===== config.mk =====
export PLATFORM = sky130hd
export DESIGN_NAME = gnrl_bypbuf
export DESIGN_NICKNAME = d
export VERILOG_FILES = /design/src/rtl/gnrl_bypbuf.sv
export SDC_FILE = /design/constraint.sdc
export NUM_CORES = 1
export LEC_CHECK = 0
export CORE_AREA = 2 2 60 57
export CTS_BUF_LIST = sky130_fd_sc_hd__clkbuf_8
export DETAILED_ROUTE_END_ITERATION = 6
export DIE_AREA = 0 0 62 59
export PLACE_DENSITY = 0.83
export SYNTH_ARGS = -nofsm -noshare
export SYNTH_HDL_FRONTEND = slang
export SYNTH_SLANG_ARGS = --single-unit

===== constraint.sdc =====
create_clock -name clk -period 3.5 [get_ports clk]
set_input_delay 0.7 -clock clk [delete_from_list [all_inputs] [get_ports clk]]
set_output_delay 0.7 -clock clk [all_outputs]
set_load 0.05 [all_outputs]

===== src/rtl/gnrl_bypbuf.sv =====
// gnrl_bypbuf: ready-cut valid/ready FIFO buffer; i_rdy depends on registered state only.
// Define GNRL_BYPBUF_BYPASS_EN to enable the zero-latency empty-FIFO bypass path.
module gnrl_bypbuf #(
  parameter int DP = 1,
  parameter int DW = 32
) (
  input  logic                    clk,
  input  logic                    rst,
  input  logic                    i_vld,
  output logic                    i_rdy,
  input  logic [DW-1:0]           i_dat,
  output logic                    o_vld,
  input  logic                    o_rdy,
  output logic [DW-1:0]           o_dat,
  output logic [$clog2(DP+1)-1:0] o_cnt
);
  localparam int CW = $clog2(DP+1);
  localparam int PW = (DP > 1) ? $clog2(DP) : 1;
  localparam logic [PW-1:0] PMAX = PW'(DP-1);
  localparam logic [CW-1:0] CMAX = CW'(DP);

  logic [DW-1:0] mem_q [DP];
  logic [PW-1:0] rd_ptr_q, rd_ptr_d;
  logic [PW-1:0] wr_ptr_q, wr_ptr_d;
  logic [CW-1:0] cnt_q, cnt_d;
  logic          empty, full;
  logic          in_hs, out_hs;
  logic          byp, wen, ren;

  assign empty  = (cnt_q == '0);
  assign full   = (cnt_q == CMAX);
  assign i_rdy  = ~full;
  assign o_cnt  = cnt_q;
  assign in_hs  = i_vld & i_rdy;
  assign out_hs = o_vld & o_rdy;

`ifdef GNRL_BYPBUF_BYPASS_EN
  assign byp   = empty & o_rdy;
  assign o_vld = ~empty | i_vld;
  assign o_dat = empty ? i_dat : mem_q[rd_ptr_q];
`else
  assign byp   = 1'b0;
  assign o_vld = ~empty;
  assign o_dat = mem_q[rd_ptr_q];
`endif

  // A bypassed beat is neither stored nor popped.
  assign wen = in_hs & ~byp;
  assign ren = out_hs & ~empty;

  always_comb begin
    rd_ptr_d = rd_ptr_q;
    wr_ptr_d = wr_ptr_q;
    cnt_d    = cnt_q;
    if (wen)
      wr_ptr_d = (wr_ptr_q == PMAX) ? '0 : wr_ptr_q + PW'(1);
    if (ren)
      rd_ptr_d = (rd_ptr_q == PMAX) ? '0 : rd_ptr_q + PW'(1);
    unique case ({wen, ren})
      2'b10:   cnt_d = cnt_q + CW'(1);
      2'b01:   cnt_d = cnt_q - CW'(1);
      default: cnt_d = cnt_q;
    endcase
  end

  always_ff @(posedge clk or posedge rst) begin
    if (rst) begin
      rd_ptr_q <= '0;
      wr_ptr_q <= '0;
      cnt_q    <= '0;
    end else begin
      rd_ptr_q <= rd_ptr_d;
      wr_ptr_q <= wr_ptr_d;
      cnt_q    <= cnt_d;
    end
  end

  always_ff @(posedge clk) begin
    if (wen) mem_q[wr_ptr_q] <= i_dat;
  end

endmodule

# [Word level (Yosys, flattened, before mapping)]
# Memory sizes are Yosys's and may differ from the RTL's.
# Index checks and enable logic that the tools add are counted.
[word_totals] latchBits=0 output_inout_bits=35 wordCells=14 n_memories=1 rom_bits=0 regBits=1 ramBits=32 inputBits=36
[mem_list] name="mem_q" depth=1 word_bits=32 rd=1 rd_clocked_by_memory_dff=0 wr=1 line_no="22" text="logic [DW-1:0] mem_q [DP];"
[classes] reduce_logical=1 bitwise=4 n_eq_ne=2 addsub=2 div=0 magnitude_cmp=0 n_mux=3 n_shift=0 multipliers=0
[op_table] op="1-bit AND" count=3
[op_table] op="2-bit by 1-bit == test with 1-bit output (second input constant)" count=1
[op_table] op="2-bit == test (second input constant)" count=1
[op_table] op="1-bit two-way mux" count=2
[op_table] op="1-bit case mux with 2 select lines" count=1
[op_table] op="2-bit nonzero test" count=1
[op_table] op="1-bit adder (second input constant)" count=1
[op_table] op="1-bit NOT" count=1
[op_table] op="1-bit subtractor (second input constant)" count=1

# [Longest topological paths before layout]
[logic_depth] word_depth=4 mapped_depth=2 depth_no_buf=2

# [Worst setup path after synthesis]
# OpenSTA, ideal clock, no wires.
[synth_path] path_kind="input-to-reg" startpoint="input i_vld" endpoint="memory mem_q[0][0], enable pin" path_slack_ns=1.508 setup_ns=0.396 arrival_time_ns=1.596 path_stages=1 cell_sequence="nor2b_2"
[synth_between] elab_chain_cells=3
[synth_rtl] element="start, declared" line_no="9" text="input logic i_vld,"
[synth_rtl] element="1-bit AND" line_no="34" text="assign in_hs = i_vld & i_rdy;"
[synth_rtl] element="1-bit two-way mux" line_no="79" text="if (wen) mem_q[wr_ptr_q] <= i_dat;"
[synth_rtl] element="1-bit two-way mux (not written as such)" line_no="79"
[synth_rtl] element="end, declared" line_no="22"
# Every way passes these cells.

# [Final worst setup path]
[layout_path] startpoint="register cnt_q (netlist: o_cnt)" endpoint="output i_rdy"
[layout_between] elab_chain_cells=1
[layout_rtl] element="start, declared" line_no="25" text="logic [CW-1:0] cnt_q, cnt_d;"
[layout_rtl] element="start signal, assigned" line_no="74" text="cnt_q <= cnt_d;"
[layout_rtl] element="1-bit NOT" line_no="32" text="assign i_rdy = ~full;"
[layout_rtl] element="end, declared" line_no="10" text="output logic i_rdy,"
# Every way passes these cells.

==> results.json <==
{
  "path_class": "reg -> out",
  "cts_tree": "done",
  "maxCapViolations": 0,
  "globalRouteOverflowTotal": 0,
  "ctsResizeCount": 0,
  "ys_ff_latch": 33,
  "drtIter0Drc": 21,
  "cts_htree_levels": 2,
  "max_freq_mhz": 437,
  "netlist_area_sq_um": 1020,
  "powerDensity_nw_per_um2": 525,
  "totalWireLength_um": 2000,
  "nets": 150,
  "report.final.slew_viol_count": 0,
  "synth_area_leader_cell": "edfxtp_1",
  "utilization": 0.625,
  "yosysMostFrequentCell": "edfxtp_1",
  "drt-wirelength-per-cell_um": 12.7,
  "cts_max_path_buffers": 2,
  "syn-mean-instance-area_sq_um": 26.8,
  "portBuffers": 70,
  "min_period_over_period": 0.654,
  "worst_setup_path_start_kind": "flop",
  "worstPathRequired_ns": 2.80,
  "ir_worst_vdd_v": 0.000309,
  "die_area_sq_um": 3660,
  "core_sq_um": 2970,
  "layout-drive-gt1-share": 0.0696,
  "final_antenna_net_count": 0,
  "ys_top_cells_by_area": "edfxtp_1, dfrtp_1, nor2b_2",
  "instances_no_fill": 157,
  "clock_sink_count": 33,
  "syn-instance-count": 38,
  "slew_headroom": 0.422,
  "antenna_found_initial": 0,
  "ys_types": 7,
  "numCtsBuffers": 5,
  "grt_pass1_vias": 719,
  "path_clk_slew_ns": 0.06,
  "fin_worst_skew_ns": 0.00415,
  "num_antenna_cells": 0,
  "syn_nets": 74,
  "clk_latency_ns": 0.27,
  "setup_tns_ns": 0,
  "yosys.area.top_type_share": 0.945,
  "postCtsHoldBufs": 0,
  "post-cts-setup-buffers": 0,
  "hp-class": "in -> async",
  "yosys_warnings": 0,
  "die_x_um": 62,
  "vias_per_cell": 4.04,
  "synth_flop_cell": "edfxtp_1",
  "fp.dieH_um": 59,
  "holdWs_ns": 0.556,
  "place_congestion": 0.642,
  "p_leak_nw": 0.661,
  "dpl.cell_count": 149,
  "finalCriticalPeriod_ns": 2.29,
  "hold_violations": 0,
  "fin_ws_ns": 1.21,
  "dr.pass1.iters": 4,
  "track_usage": 0.122,
  "cts_root_buffer": "clkbuf_8",
  "async_flop_share": 0.0303,
  "syn2layout_area_growth_pct": 82.7,
  "tightest_slew_ns": 0.865,
  "r2r_slack_ns": 1.97,
  "synth_edf_count": 32,
  "fp-row-count": 19,
  "vias": 634,
  "rsz0062_at_grt": "false",
  "grt_start_max_net_pins": 34,
  "place_ws_ns": 1.21,
  "start_util": 0.342,
  "finalSetupViolCount": 0,
  "cp_max_fo": 4,
  "end_kind": "primary output",
  "drc_errors": 0,
  "cp.arrival_ns": 1.59,
  "status": "completed",
  "ys_seq_area_frac": 0.969,
  "io-pin-count": 71,
  "grt_pass1_wl_um": 2990
}
## sequential cells by signal, summed over array words and instances, names as in the netlist
register	count
mem_q	32
o_cnt	1
## worst max-delay path, cell delays in order (launching register included)
cell	delay, ns
dfrtp_1	0.44
inv_2	0.08
clkdlybuf4s50_1	0.80
## power breakdown
part	internal, mW	switching (mW)	total (mW)
clock network	0.154	0.122	0.276
logic	0.0839	0.138	0.221
registers	0.470	0.00913	0.479
total	0.708	0.269	0.976
## layer usage
metal | track usage | share of wire | up-vias
met3 | 0.0721 | 0.12 | 3
met5 | 0 | 0 | -
met1 | 0.0957 | 0.30 | 293
met2 | 0.214 | 0.56 | 42
li1 | - | - | 296
met4 | 0.0821 | 0.018 | 0
## cells by family after synthesis
kind of cell    synth area share
buf+inv                   0.0148
flops                      0.969
simple gates             0.00861
compound gates           0.00738
## cell type report
class	count	area, sq um
Clock buffer	6	82.6
Multi-Input combinational cell	2	21.3
Fill cell	235	1110
Tap cell	42	52.6
Inverter	2	7.51
Timing Repair Buffer	70	701
Sequential cell	33	986
Clock inverter	2	7.51
## path summary, 6_finish.rpt
path                       startpoint            to  depth (start not counted)
min reg2reg                     o_cnt         o_cnt                          2
min                               rst         o_cnt                          2
min in group clk                o_cnt         o_cnt                          2
max in group asynchronous         rst         o_cnt                          2
max                             o_cnt         i_rdy                          2
max reg2reg                     o_cnt  mem_q[0][24]                          1
## cell usage in the layout (no fill, tap or decap), drive strengths merged
cell type,n
clkdlybuf4s50,70
dfrtp,1
clkbuf,6
inv,4
nor2b,1
o21bai,1
edfxtp,32
## through the flow
step	total power, mW	area (sq um)
2_1_floorplan	0.613	1020
3_3_place_gp	0.707	1770
3_5_place_dp	0.711	1770
4_1_cts	0.991	1860
5_1_grt	1.02	1860
6_report	0.976	1860
(Power assumes the default switching activity.)
